File: src/rtl/tl_pkg.sv
// Shared traffic-light types, light encodings and one-hot helpers used by the
// source and pedestrian-request selectors.
package tl_pkg;

  typedef logic [1:0] light_t;

  localparam light_t RED       = 2'b00;
  localparam light_t YELLOW    = 2'b01;
  localparam light_t GREEN     = 2'b10;
  localparam light_t UNDEFINED = 2'b11;

  // Helpers take selects zero-extended to this width, so N_SRC must not exceed it.
  localparam int MAX_SRC   = 32;
  localparam int MAX_IDX_W = 5;

  typedef enum logic [1:0] {
    ST_NONE  = 2'd0,
    ST_PASS  = 2'd1,
    ST_YIELD = 2'd2
  } sw_state_t;

  function automatic logic onehot_valid(input logic [MAX_SRC-1:0] v);
    return $countones(v) == 1;
  endfunction

  function automatic logic [MAX_IDX_W-1:0] onehot_to_idx(input logic [MAX_SRC-1:0] v);
    logic [MAX_IDX_W-1:0] r;
    r = '0;
    for (int i = 0; i < MAX_SRC; i++) begin
      if (v[i]) r = MAX_IDX_W'(i);
    end
    return r;
  endfunction

endpackage

File: src/rtl/sel_qualifier.sv
// Debounces a one-hot select: qual is high once sel has been steady for
// STABLE_CYCLES cycles, presenting the registered select and its validity.
module sel_qualifier
  import tl_pkg::*;
#(
  parameter int N_SRC         = 6,
  parameter int STABLE_CYCLES = 2
) (
  input  logic             clk,
  input  logic             rst,
  input  logic [N_SRC-1:0] sel,
  output logic             qual,
  output logic [N_SRC-1:0] qsel,
  output logic             valid
);

  localparam int CNT_W = (STABLE_CYCLES > 1) ? $clog2(STABLE_CYCLES) : 1;
  localparam logic [CNT_W-1:0] CNT_MAX = CNT_W'(STABLE_CYCLES - 1);

  logic [N_SRC-1:0] sel_q;
  logic [CNT_W-1:0] stab_cnt;

  always_ff @(posedge clk) begin
    if (rst) begin
      sel_q    <= '0;
      stab_cnt <= '0;
    end else begin
      sel_q <= sel;
      if (sel != sel_q) begin
        stab_cnt <= '0;
      end else if (stab_cnt != CNT_MAX) begin
        stab_cnt <= stab_cnt + CNT_W'(1);
      end
    end
  end

  assign qual  = (sel == sel_q) && (stab_cnt == CNT_MAX);
  assign qsel  = sel_q;
  assign valid = onehot_valid(MAX_SRC'(sel_q));

endmodule

File: src/rtl/light_source_switch.sv
// Selects one of N_SRC light/countdown sources from a debounced one-hot select,
// forcing a YELLOW phase whenever the hand-off would cut a GREEN short.
module light_source_switch
  import tl_pkg::*;
#(
  parameter int N_SRC         = 6,
  parameter int TIME_W        = 5,
  parameter int STABLE_CYCLES = 2,
  parameter int YELLOW_CYCLES = 3
) (
  input  logic                    clk,
  input  logic                    rst,
  input  logic [N_SRC-1:0]        sel,
  input  logic [2*N_SRC-1:0]      light_in,
  input  logic [TIME_W*N_SRC-1:0] time_in,
  output light_t                  light,
  output logic [TIME_W-1:0]       light_time,
  output logic [N_SRC-1:0]        active_sel,
  output logic                    switching,
  output logic                    sel_err
);

  localparam int IDX_W  = $clog2(N_SRC);
  localparam int YCNT_W = (YELLOW_CYCLES > 0) ? $clog2(YELLOW_CYCLES + 1) : 1;

  logic             qual;
  logic             qvalid;
  logic [N_SRC-1:0] qsel;
  logic [IDX_W-1:0] q_idx;

  sel_qualifier #(
    .N_SRC         (N_SRC),
    .STABLE_CYCLES (STABLE_CYCLES)
  ) u_qual (
    .clk   (clk),
    .rst   (rst),
    .sel   (sel),
    .qual  (qual),
    .qsel  (qsel),
    .valid (qvalid)
  );

  assign q_idx = IDX_W'(onehot_to_idx(MAX_SRC'(qsel)));

  sw_state_t         state, state_d;
  logic [IDX_W-1:0]  idx, idx_d;
  logic [IDX_W-1:0]  tgt, tgt_d;
  logic              tgt_ok, tgt_ok_d;
  logic [YCNT_W-1:0] ycnt, ycnt_d;

  light_t            light_d;
  logic [TIME_W-1:0] light_time_d;
  logic [N_SRC-1:0]  active_sel_d;
  logic              switching_d;

  light_t            src_light;
  logic [TIME_W-1:0] src_time;

  always_ff @(posedge clk) begin
    if (rst) begin
      state      <= ST_NONE;
      idx        <= '0;
      tgt        <= '0;
      tgt_ok     <= 1'b0;
      ycnt       <= '0;
      light      <= UNDEFINED;
      light_time <= '0;
      active_sel <= '0;
      switching  <= 1'b0;
      sel_err    <= 1'b0;
    end else begin
      state      <= state_d;
      idx        <= idx_d;
      tgt        <= tgt_d;
      tgt_ok     <= tgt_ok_d;
      ycnt       <= ycnt_d;
      light      <= light_d;
      light_time <= light_time_d;
      active_sel <= active_sel_d;
      switching  <= switching_d;
      if (qual) sel_err <= !qvalid;
    end
  end

  // The GREEN test looks at the registered output, i.e. the outgoing source only.
  always_comb begin
    state_d  = state;
    idx_d    = idx;
    tgt_d    = tgt;
    tgt_ok_d = tgt_ok;
    ycnt_d   = ycnt;
    unique case (state)
      ST_NONE: begin
        if (qual && qvalid) begin
          state_d = ST_PASS;
          idx_d   = q_idx;
        end
      end
      ST_PASS: begin
        if (qual) begin
          if (!qvalid) begin
            state_d = ST_NONE;
          end else if (q_idx != idx) begin
            if (light == GREEN && YELLOW_CYCLES > 0) begin
              state_d  = ST_YIELD;
              tgt_d    = q_idx;
              tgt_ok_d = 1'b1;
              ycnt_d   = YCNT_W'(YELLOW_CYCLES);
            end else begin
              idx_d = q_idx;
            end
          end
        end
      end
      ST_YIELD: begin
        ycnt_d = ycnt - YCNT_W'(1);
        if (qual) begin
          tgt_ok_d = qvalid;
          if (qvalid) tgt_d = q_idx;
        end
        if (ycnt == YCNT_W'(1)) begin
          if (tgt_ok_d) begin
            state_d = ST_PASS;
            idx_d   = tgt_d;
          end else begin
            state_d = ST_NONE;
          end
        end
      end
      default: state_d = ST_NONE;
    endcase
  end

  always_comb begin
    src_light = UNDEFINED;
    src_time  = '0;
    for (int i = 0; i < N_SRC; i++) begin
      if (IDX_W'(i) == idx_d) begin
        src_light = light_in[2*i +: 2];
        src_time  = time_in[TIME_W*i +: TIME_W];
      end
    end
  end

  // Outputs are built from the next-state values so they register in step with the FSM.
  always_comb begin
    light_d      = UNDEFINED;
    light_time_d = '0;
    active_sel_d = '0;
    switching_d  = 1'b0;
    unique case (state_d)
      ST_PASS: begin
        light_d      = src_light;
        light_time_d = src_time;
        active_sel_d = N_SRC'(1) << idx_d;
      end
      ST_YIELD: begin
        light_d      = YELLOW;
        light_time_d = TIME_W'(ycnt_d);
        active_sel_d = N_SRC'(1) << idx_d;
        switching_d  = 1'b1;
      end
      default: ;
    endcase
  end

endmodule

File: config.mk
export PLATFORM = sky130hd
export DESIGN_NAME = light_source_switch
export DESIGN_NICKNAME = d
export VERILOG_FILES = /design/src/rtl/tl_pkg.sv /design/src/rtl/sel_qualifier.sv /design/src/rtl/light_source_switch.sv
export SDC_FILE = /design/constraint.sdc
export NUM_CORES = 1
export LEC_CHECK = 0
export ABC_AREA = 1
export BUFFER_PORTS_ARGS = -buffer_cell sky130_fd_sc_hd__buf_2
export CAP_MARGIN = 20
export CORE_MARGIN = 5
export CORE_UTILIZATION = 50
export CTS_BUF_LIST = sky130_fd_sc_hd__clkbuf_4
export CTS_CLUSTER_DIAMETER = 60
export DETAILED_ROUTE_END_ITERATION = 10
export PLACE_DENSITY = 0.82
export SKIP_LAST_GASP = 1
export SLEW_MARGIN = 20
export SYNTH_ARGS = -nofsm -noshare
export SYNTH_HDL_FRONTEND = slang
export SYNTH_SLANG_ARGS = --single-unit
File: constraint.sdc
create_clock -name clk -period 3.05 [get_ports clk]
set_clock_uncertainty 0.2 [all_clocks]
set_input_delay 0 -clock clk [delete_from_list [all_inputs] [get_ports clk]]
set_output_delay 0 -clock clk [all_outputs]
set_load 0.1 [all_outputs]
* Yosys cells after proc, flatten, opt, wreduce, memory -nomap -nowiden *
Cells that the tools add are included.
W data, S select, Z words.

cells by class
  $add $sub $neg = 7
  bitwise operators = 1
  shifts and indexed selects = 1
  eq/ne operators = 19
  muxes and demuxes = 56
  reductions and logical operators = 10

operators with widths
  operator               number
  $add A32 B32 Y32       2
  $mux W3                16
  $mux W2                17
  $eq A32 B2 Y1 const B  1
  $mux W5                6
  $mux W1                10
  $pmux W5 S2            1
  $pmux W3 S3            1
  $ne A2 B2 Y1 const B   4
  $pmux W2 S2            2
  $add A1 B1 Y2          3
  $eq A2 B1 Y1 const B   3
  $eq A2 B2 Y1 const B   3
  $eq A2 B3 Y1 const A   2
  $eq A3 B3 Y1 const A   2
  $eq A6 B6 Y1           1
  $ne A6 B6 Y1           1
  $pmux W2 S3            1
  $pmux W3 S2            1
  $reduce_or A2 Y1       3
  $shl A1 B3 Y6 const A  1
  $reduce_and A5 Y1      1
  $eq A1 B3 Y1 const A   1
  $logic_not A3 Y1       1
  other kinds (9)        10

word-level totals
  bits in registers = 33
  output and inout bits = 15
  bits of input ports = 50
  logic and storage cells = 106

* Logic depth before layout (Yosys ltp) *
  depth in word-level cells = 18
  mapped depth = 27
  mapped depth without buffers = 25

* By module *
From an unflattened synthesis, not the netlist that was laid out.

second synthesis, totals
  cells, all modules = 344
  area, all modules = 2326.0 um^2

modules (own cells, without submodules)
  module               sequential area each (um^2)  area each (um^2)  cells an instance  times used
  light_source_switch  520.5                        1931.9            286                1
  sel_qualifier        140.1                        394.1             58                 1

* Worst setup path before layout *
Ideal clock, no wire load.

  path type = register to register
  start point = register u_qual.sel_q[2], in the netlist u_qual.qsel[2]
  end point = register light[0]
  path buffers = 0
  stages on the path, launching flop included = 19
  arrival = 3.050 ns
  path slack = -0.314 ns
  required time = 2.736 ns
  setup time = 0.114 ns
  clock period less this slack = 3.364 ns
  path through = dfxtp_1 > inv_1 > ha_1 > inv_1 > fa_1 > inv_1 > ha_1 > nor2_1 > nand2_1 > inv_2 > nand3_4 > nor3_1 > inv_1 > a21oi_1 > ha_1 > nor2_1 > clkinv_1 > nor2_1 > nand2_1

between the ends
  elaborated cells between the ends (all ways) = 46
  classes of those cells = add/sub (3); eq/ne (10); mux (30); reduce/logical (3)

RTL lines
  element                                                                   line                        source
  start: declaration                                                        sel_qualifier.sv:20         logic [N_SRC-1:0] sel_q;
  start signal: assignment                                                  sel_qualifier.sv:28         sel_q <= sel;
  parallel branches: the longest is 8 deep, another holds $add A32 B32 Y32  --
  $pmux W2 S3 *                                                             light_source_switch.sv:92   unique case (state)
  via state_d[1]                                                            light_source_switch.sv:45   sw_state_t state, state_d;
  $eq A2 B2 Y1 / $eq A2 B1 Y1 (equally long branches)                       light_source_switch.sv:151  unique case (state_d)
  $pmux W2 S2 *                                                             light_source_switch.sv:151
  end signal: assignment                                                    light_source_switch.sv:77   light <= light_d;
  end: declaration                                                          light_source_switch.sv:16   output light_t light,

Mark *: on every way through the listed nets, which the timed path passes. The select of a mux whose other input is x is not followed.
A chain may end at the register's enable or synchronous reset.

* Worst setup path in the final report *
  start point = register u_qual.sel_q[2], in the netlist u_qual.qsel[2]
  end point = register light[0]

between the ends
  word-level cells in the longest chain between the ends = 17
  elaborated cells between the ends (all ways) = 46
  classes of those cells = add/sub (3); eq/ne (10); mux (30); reduce/logical (3)

RTL lines
  element                                                                                line                                                    source
  $add A1 B1 Y2 (implied by the code) / $mux W2 (equally long branches)                  tl_pkg.sv:23, tl_pkg.sv:30
  $add A32 B32 Y32 (implied by the code) / $mux W3 (equally long branches) (2 in a row)  tl_pkg.sv:23, tl_pkg.sv:30
  $eq A32 B2 Y1 / $mux W3 (equally long branches)                                        tl_pkg.sv:23, tl_pkg.sv:30
  $mux W3 (tied with other cells)                                                        light_source_switch.sv:119                              if (qvalid) tgt_d = q_idx;
  $mux W3 (tied with other cells)                                                        light_source_switch.sv:117                              if (qual) begin
  $mux W3 (on tied branches)                                                             light_source_switch.sv:122, light_source_switch.sv:101
  $mux W3 (on tied branches)                                                             light_source_switch.sv:121, light_source_switch.sv:100
  $pmux W3 S3                                                                            light_source_switch.sv:92
  $logic_not A3 Y1                                                                       light_source_switch.sv:138                              if (IDX_W'(i) == idx_d) begin
  $mux W2 (6 in a row)                                                                   light_source_switch.sv:138
  $pmux W2 S2 *                                                                          light_source_switch.sv:151

Every way passes the cells marked *; elsewhere a longest branch is shown, timed or not. The select of a mux whose other input is x is not followed.

==> impl_metrics.json <==
{
  "grt_use_met1_pct": 39.9,
  "grt_pass1_wl_um": 18900,
  "track_usage_pct": 38.9,
  "endpoint_kind": "flop",
  "overflow": 0,
  "grt_pass1_vias": 3755,
  "final_common_cell": "nand2_1",
  "min_period_ns": 4.03,
  "die_w_um": 81.2,
  "ys.flop_type": "dfxtp_1",
  "path_clk_slew_ns": 0.15,
  "cts_tree": "built",
  "crit_type": "reg -> reg",
  "place_area_mm2": 0.00320,
  "rsz0062_at_grt": "yes",
  "clock.fmax_mhz": 248,
  "ys_async_sr_fraction_pct": 0,
  "die_area_mm2": 0.00659,
  "gp_congestion": 0.869,
  "synth_top_cells_by_area": "dfxtp_1 26%, nand2_1 13%, nor2_1 8.6%",
  "clock_sinks": 33,
  "yosys.area.top_type": "dfxtp_1",
  "pre_cts_ws_ns": -0.373,
  "min_path_cells": 7,
  "setup_tns_ns": -10.89,
  "viasPerCell": 6.54,
  "start_util_pct": 50.6,
  "first_pass_iters": 7,
  "worst-path-max-fanout": 7,
  "p_leak_nw": 2.01,
  "slowest_stage": "fa_1",
  "drt_iter0_drc": 936,
  "fin_total_pwr_w": 0.00111,
  "rr_worst_depth": 20,
  "critical_path_required_ns": 3.18,
  "r2r-end": "light[0]$_SDFF_PP1_",
  "grt.met3_usage_pct": 13.0,
  "final_cell_mix": "80 x nand2_1, 64 x buf_2, 49 x dlygate4sd3_1, 43 x nor2_1, 39 x inv_1",
  "nNetsFinal": 594,
  "drt_wl_total_um": 14800,
  "critPathTopFamily": "simple AND/OR/NAND/NOR gates",
  "crit_buf_inv": 2,
  "min-delay-start": "time_in[5]",
  "rr_startpoint": "u_qual.qsel[2]$_SDFF_PP0_",
  "antenna_found_initial": 1,
  "grt_use_met2_pct": 64.1,
  "synth-seq-cells": 33,
  "drive_above_1_share_pct": 40.9,
  "ys_seq_area_share_pct": 26.1,
  "finalWorstSetupSlack_ns": -0.983,
  "slew_violations": 0,
  "status": "finished, violations left",
  "slowest_delay_ns": 0.54,
  "crit_top_cell": "nand2_1",
  "synth_edf_count": 0,
  "yosysWarnings": 0,
  "holdWs_ns": 0.128,
  "vias": 3931,
  "die_h_um": 81.2,
  "crit_arrival_ns": 4.16,
  "busiest_layer": "met2",
  "avgSynthCellArea_um2": 6.85,
  "drc": 0,
  "wl_per_cell_um": 24.6,
  "period_share_pct": 132,
  "hold_viol_final": 0,
  "setup_viol": 22,
  "synth_cell_types": 37,
  "boundaryPins": 65,
  "mappedNetlistArea_mm2": 0.00253,
  "numCtsBuffers": 5,
  "dp_hpwl_um": 5380,
  "syn_nets": 435,
  "numPortBuffers": 64,
  "synth_top_area_share_pct": 26.1,
  "rows": 26,
  "clock_latency_ns": 0.42,
  "syn_inst": 370,
  "fin_area_mm2": 0.00411,
  "hold_path.class": "in -> reg",
  "powerDensity_mw_per_mm2": 269,
  "drv_cap": 0,
  "worst_pin_slew_ns": 0.685,
  "areaGrowthSynthToFinish_pct": 62.2,
  "clock-root-buffer": "clkbuf_4",
  "rrSetupSlack_ns": -0.98,
  "violations": "negative setup slack",
  "min_to": "light_time[0]$_SDFF_PP0_",
  "core-area_mm2": 0.00501,
  "worstPathCellList": "ha_2 > fa_1 > ha_4 > nor2_1 > nand2_4 > inv_6 > nand2_1 > o21ai_0 > nand3_1 > nand2_1 > nand3_2 > nand3_2 > nand2_2 > nand2_4 > buf_6 > nand3_4 > nor2_1 > nor3_2 > nand4_1 > nand2_1",
  "ctsHtreeMaxLevel": 2,
  "ant_nets": 0,
  "relSlewSlack_pct": 54.4,
  "crit_path_start_kind": "flop",
  "cts_buffer_depth": 2,
  "grt_max_degree": 22,
  "fill_cells": 254,
  "max-vdd-ir-drop_mv": 0.394
}
-- area by class of cell --
class                   count  area (um^2)  share of cell area [%]
clock buffers               5         37.5                   0.914
repair buffers            157         1190                    28.9
clock inverters             3         22.5                   0.548
flip-flops and latches     33          676                    16.4
multi-input cells         274         1840                    44.9
inverters                  57          245                    5.97
repair inverters            1         6.26                   0.152
well taps                  70         87.6                    2.13
diodes                      1         2.50                  0.0609
-- worst register-to-register path, cell delays in order (launching register included) --
cell and delay, ns:
dfxtp_4 0.40, ha_2 0.20, fa_1 0.54, ha_4 0.22, nor2_1 0.25, nand2_4 0.12, inv_6 0.11, nand2_1 0.07
o21ai_0 0.11, nand3_1 0.16, nand2_1 0.14, nand3_2 0.08, nand3_2 0.10, nand2_2 0.07, nand2_4 0.13, buf_6 0.14
nand3_4 0.15, nor2_1 0.38, nor3_2 0.18, nand4_1 0.13, nand2_1 0.08
-- cells in the mapped netlist, types with 3 or more instances --
library cell	instances
dfxtp_1	33
nand3_4	4
o21ai_1	3
o211ai_1	4
nand2_1	85
nor3_1	6
xnor2_1	4
nand3_1	18
inv_2	6
nor2_8	5
ha_1	13
nand4_1	10
nand2_4	7
a21oi_1	17
nand2_2	6
nand3_2	3
o21ai_0	11
or2_0	4
inv_1	47
nor2_1	58
-- repair_timing --
item,4_1_cts,5_1_grt
endpoints found under the hold margin,27,0
cloned,1,0
pin swaps,16,17
hold buffers,49,0
setup endpoints to repair,13,24
gates resized for setup,21,56
setup buffers,6,5
-- registers in the layout, summed over array words and instances, names as in the netlist --
name and count:
state 2, active_sel 6, u_qual.stab_cnt 1, light_time 5, u_qual.qsel 6, ycnt 2, tgt_ok 1, idx 3
sel_err 1, light 2, tgt 3, switching 1
-- power breakdown --
part / switching (W) / internal [W] / leakage (nW) / total [W]
Sequential: 0.00000763 / 0.000435 / 0.270 / 0.000443
Combinational: 0.000189 / 0.000157 / 1.72 / 0.000346
Clock: 0.000227 / 0.0000889 / 0.0235 / 0.000316
Total: 0.000424 / 0.000681 / 2.01 / 0.00111
-- metal layers --
| metal | wire (um) | up-vias |
|---|---|---|
| met4 | 1970 | 0 |
| met5 | 0 | - |
| li1 | - | 1499 |
| met3 | 2260 | 223 |
| met2 | 6150 | 473 |
| met1 | 4410 | 1736 |
-- worst max-delay path by stage --
stage                              start                  endpoint  slack [ns]  depth (start not counted)
2_1_floorplan  u_qual.qsel[2]$_SDFF_PP0_       light[1]$_SDFF_PP1_       -0.13                         24
3_3_place_gp   u_qual.qsel[4]$_SDFF_PP0_       light[0]$_SDFF_PP1_       -0.22                         18
3_5_place_dp   u_qual.qsel[4]$_SDFF_PP0_       light[0]$_SDFF_PP1_       -0.37                         18
4_1_cts        u_qual.qsel[2]$_SDFF_PP0_  light_time[4]$_SDFF_PP0_       -0.30                         25
5_1_grt        u_qual.qsel[2]$_SDFF_PP0_       light[0]$_SDFF_PP1_       -1.02                         20
6_report       u_qual.qsel[2]$_SDFF_PP0_       light[0]$_SDFF_PP1_       -0.98                         20
-- stage by stage --
| stage | std cells | utilization [%] |
|---|---|---|
| floorplan | 370 | - |
| global placement | 531 | 63.9 |
| detailed placement | 531 | 63.9 |
| CTS | 595 | 77.5 |
| global route | 601 | 82.0 |
| finish | 601 | 82.0 |
-- cell families (layout without fill, tap and decap cells) --
kind of cell,after synthesis,after routing,synth area share [%]
fa+ha+maj,15,15,8.00
other cells,0,1,0
flops,33,33,26.1
xor+xnor,4,4,1.38
compound gates,42,42,9.53
buf+inv,63,223,10.5
simple gates,213,213,44.5
Power figures use the tool's default switching activity.
